==> src/rtl/reg_bank.sv <==
// 32-entry register file: one write port, two registered read ports.
// Same-edge writes are forwarded to the read outputs; r0 is hardwired to 0.
module reg_bank #(
    parameter int DATA_W   = 32,
    parameter int SP_INDEX = 29,
    parameter int SP_RESET = 227
) (
    input  logic              clk,
    input  logic              reset,
    input  logic              RegWrite,
    input  logic [4:0]        WriteReg,
    input  logic [DATA_W-1:0] WriteData,
    input  logic [4:0]        ReadReg1,
    input  logic [4:0]        ReadReg2,
    output logic [DATA_W-1:0] ReadData1,
    output logic [DATA_W-1:0] ReadData2
);

    logic [DATA_W-1:0] regs [32];
    logic              wr_en;
    logic [DATA_W-1:0] rd1_next;
    logic [DATA_W-1:0] rd2_next;

    assign wr_en = RegWrite && (WriteReg != 5'd0);

    // Forward the incoming write so a read never sees the stale value.
    always_comb begin
        rd1_next = regs[ReadReg1];
        if (ReadReg1 == 5'd0) begin
            rd1_next = '0;
        end else if (wr_en && (WriteReg == ReadReg1)) begin
            rd1_next = WriteData;
        end
    end

    always_comb begin
        rd2_next = regs[ReadReg2];
        if (ReadReg2 == 5'd0) begin
            rd2_next = '0;
        end else if (wr_en && (WriteReg == ReadReg2)) begin
            rd2_next = WriteData;
        end
    end

    always_ff @(posedge clk) begin
        if (reset) begin
            for (int i = 0; i < 32; i++) begin
                if (i == SP_INDEX) begin
                    regs[i] <= DATA_W'(SP_RESET);
                end else begin
                    regs[i] <= '0;
                end
            end
            ReadData1 <= '0;
            ReadData2 <= '0;
        end else begin
            if (wr_en) begin
                regs[WriteReg] <= WriteData;
            end
            ReadData1 <= rd1_next;
            ReadData2 <= rd2_next;
        end
    end

endmodule

==> config.mk <==
export PLATFORM = sky130hd
export DESIGN_NAME = reg_bank
export DESIGN_NICKNAME = d
export VERILOG_FILES = /design/src/rtl/reg_bank.sv
export SDC_FILE = /design/constraint.sdc
export NUM_CORES = 2
export LEC_CHECK = 0
export ABC_CLOCK_PERIOD_IN_PS = 5300
export BUFFER_PORTS_ARGS = -buffer_cell sky130_fd_sc_hd__buf_2
export CORE_MARGIN = 2
export CORE_UTILIZATION = 64
export CTS_BUF_LIST = sky130_fd_sc_hd__clkbuf_8
export DETAILED_ROUTE_END_ITERATION = 8
export PLACE_DENSITY = 0.81
export SLEW_MARGIN = 10
export SYNTH_ARGS = -nofsm -noshare
export SYNTH_HDL_FRONTEND = slang
export SYNTH_SLANG_ARGS = --single-unit
==> constraint.sdc <==
create_clock -name clk -period 5.3 [get_ports clk]
set_input_delay 0.53 -clock clk [delete_from_list [all_inputs] [get_ports clk]]
set_output_delay 0.53 -clock clk [all_outputs]
set_load 0.01 [all_outputs]
==> out/qor.csv <==
stage,metric,value,unit
layout,synthToLayoutAreaGrowth,9.582,%
synth,syn_area,0.05642,mm²
power,peakVddDrop,0.2686,mV
global_route,grt_pass1_wl,256400,µm
layout,final_cell_area,0.06183,mm²
timing,fin_skew,0.03533,ns
synth,synth-adder-area-share,0,
global_route,grt.total_usage,0.3992,
global_route,grt-ovfl-total,0,
cts,h-tree-depth,4,
power,p_total,19.66,mW
worst_setup_path,required,6.03,ns
detailed_routing,wirelength,179200,µm
worst_setup_path,worst-endpoint-arrival,3.70,ns
cts,cts_resized,0,
cts,clk_latency,0.87,ns
floorplanning,pin_count,114,
cts,post-cts-setup-buffers,0,
synth,synthSimpleGateAreaFrac,0.1228,
synth,synth_top_flop_cell,edfxtp_1,
status,status,"complete, no violations",
detailed_routing,remaining_drc_errors,0,
timing,rsz0062_at_grt,no,
global_route,antenna_found_initial,16,
cts,path_clk_slew,0.06,ns
cts,cts_buffers,174,
synth,synth_cell_type_count,46,
cts,cts_tree,built,
synth,async_flop_share,0,
worst_setup_path,start_kind,primary input,
synth,syn_area_per_cell,14.65,µm²
power,powerDensity,318.0,mW/mm²
timing,finalMaxSlewViolations,0,
synth,synthXorXnorAreaFrac,0.001552,
timing,holdWs,0.3024,ns
worst_setup_path,r2r_start,regs[3][29],
layout,nNetsFinal,3920,
timing,setup_slack,2.337,ns
detailed_routing,vias,37600,
placed_design,gp_congestion,0.9136,
floorplanning,dieHeight,300.9,µm
cts,cts_root_buffer,clkbuf_8,
synth,synth_top_family_by_area,multiplexers,
detailed_routing,dr.pass1.iters,8,
global_route,grt_pass1_vias,37750,
synth,synth.area.mux_share,0.2046,
flow_run,maxCapViolCount,0,
floorplanning,rows,108,
global_route,grt_max_degree,89,
synth,yosysSeqAreaShare,0.5677,
worst_setup_path,cp_max_fo,67,
timing,timing.final.hold_violations,0,
detailed_routing,dr.first_iter.drc_count,5668,
hold_path,worst_hold_path_type,primary input to register,
timing,fin_crit,2.963,ns
power,p_leak,22.24,nW
timing,slew_headroom,0.1448,
synth,synth_compound_area_frac,0.06932,
floorplanning,core-area,0.08702,mm²
timing,tightest_slew,1.275,ns
worst_setup_path,path_class,primary input to register,
detailed_routing,post_drt_via_cell_ratio,7.270,
worst_setup_path,end_kind,register,
synth,ys.warnings.count,0,
floorplanning,start_util,0.6483,
cts,numClockSinks,1088,
timing,fin_crit_sh,0.5591,
placed_design,portBuffers,113,
timing,timing.fmax,337.5,MHz
placed_design,hpwl,106000,µm
layout,layout-drive-gt1-share,0.2331,
detailed_routing,ant_nets,0,
floorplanning,die_w,300.9,µm
synth,synth_edf_count,1024,
worst_setup_path,setup.worst_path.start,ReadReg2[2],
cts,cts_hold_buf,0,
placed_design,place_worst_setup_slack,1.854,ns
synth,yosys_register_bits,1088,
timing,finalSetupViolations,0,
detailed_routing,wire_per_inst,34.65,µm
placed_design,placedInstanceArea,0.05839,mm²
cts,cts_buffer_depth,3,
floorplanning,die_area,0.09055,mm²
synth,postSynthCellCount,3851,
timing,tns,0,ns
hold_path,worstHoldStart,WriteData[5],
final cells by class:
class	instances	area (µm²)
clock buffer	197	2711
multi-input combinational	2370	23090
inverter	3	11.26
tap	1155	1445
sequential	1088	32030
fill	5554	25200
timing repair buffer	233	1836
antenna	10	25.02
clock inverter	116	678.2
placed cells by master, fill, tap and decap left out, types with 43 or more instances in the layout:
cell type,Yosys,layout
a211oi_1,95,95
and2_1,988,987
nand2_1,43,43
edfxtp_1,1024,1024
inv_1,3,60
a22oi_1,108,108
a21oi_1,63,63
buf_4,35,98
buf_2,59,106
mux4_2,386,386
dfxtp_1,64,64
clkbuf_8,0,197
mux2i_1,285,285
a221oi_1,64,64
where the power goes:
part / internal [mW] / switching (mW) / leakage [nW]
combinational: 0.918 / 1.39 / 10.0
sequential: 9.90 / 0.314 / 10.3
clock: 3.69 / 3.45 / 1.96
total: 14.5 / 5.15 / 22.2
cell usage after synthesis, types with 14 or more instances:
cell type  number  area, µm²
a211o_1        32      280.3
a211oi_1       95      713.2
a21oi_1        63      315.3
a221oi_1       64      560.5
a22o_1         14      122.6
a22oi_1       108      810.8
a32o_1         17      170.2
and2_1        988       6181
buf_2          59      295.3
buf_4          35      262.8
buf_6          15      168.9
clkbuf_1      303       1137
dfxtp_1        64       1281
edfxtp_1     1024      30750
mux2i_1       285       2853
mux4_2        386       8693
nand2_1        43      161.4
nor2_1         33      123.9
nor2b_1        35      219.0
o21ai_0        31      155.2
o21bai_1       32      240.2
o221ai_1       31      271.5
o22ai_1        31      193.9
final timing paths:
path,to,slack [ns],cells after the start
worst max-delay path,ReadData2[29],2.34,7
worst min-delay path,ReadData2[5],0.30,2
worst max register to register,ReadData2[29],2.74,4
worst min register to register,ReadData2[7],0.88,4
routing by layer:
layer / global-route usage / vias to the layer above / wire length (µm)
li1: - / 14900 / -
met1: 0.4967 / 18710 / 59090
met2: 0.5964 / 3325 / 81160
met3: 0.1394 / 655 / 25980
met4: 0.2645 / 16 / 12870
met5: 0 / - / 93
critical path, cell delays in order:
cell	delay (ns)
buf_6	0.26
nand3b_1	0.70
buf_12	0.36
o22ai_1	0.13
a211oi_1	1.04
nand2_1	0.16
a32o_1	0.32
registers in the layout, indices dropped and copies added, names as in the netlist:
name and count:
regs 1024, ReadData2 32, ReadData1 32
logic make-up (layout without fill, tap and decap cells):
kind of cell / after synthesis / count (layout)
multiplexers: 671 / 671
flip-flops: 1088 / 1088
AO/OA/AOI/OAI: 523 / 523
AND/OR/NAND/NOR: 1134 / 1134
other: 1 / 42
XOR/XNOR: 10 / 10
buffers and inverters: 424 / 549
per-stage QoR:
stage,util,instances
2_1_floorplan,-,3882
3_3_place_gp,0.6695,4843
3_5_place_dp,0.6710,4848
4_1_cts,0.7100,5161
5_1_grt,0.7103,5166
6_report,0.7105,5172
(Power assumes the default switching activity.)
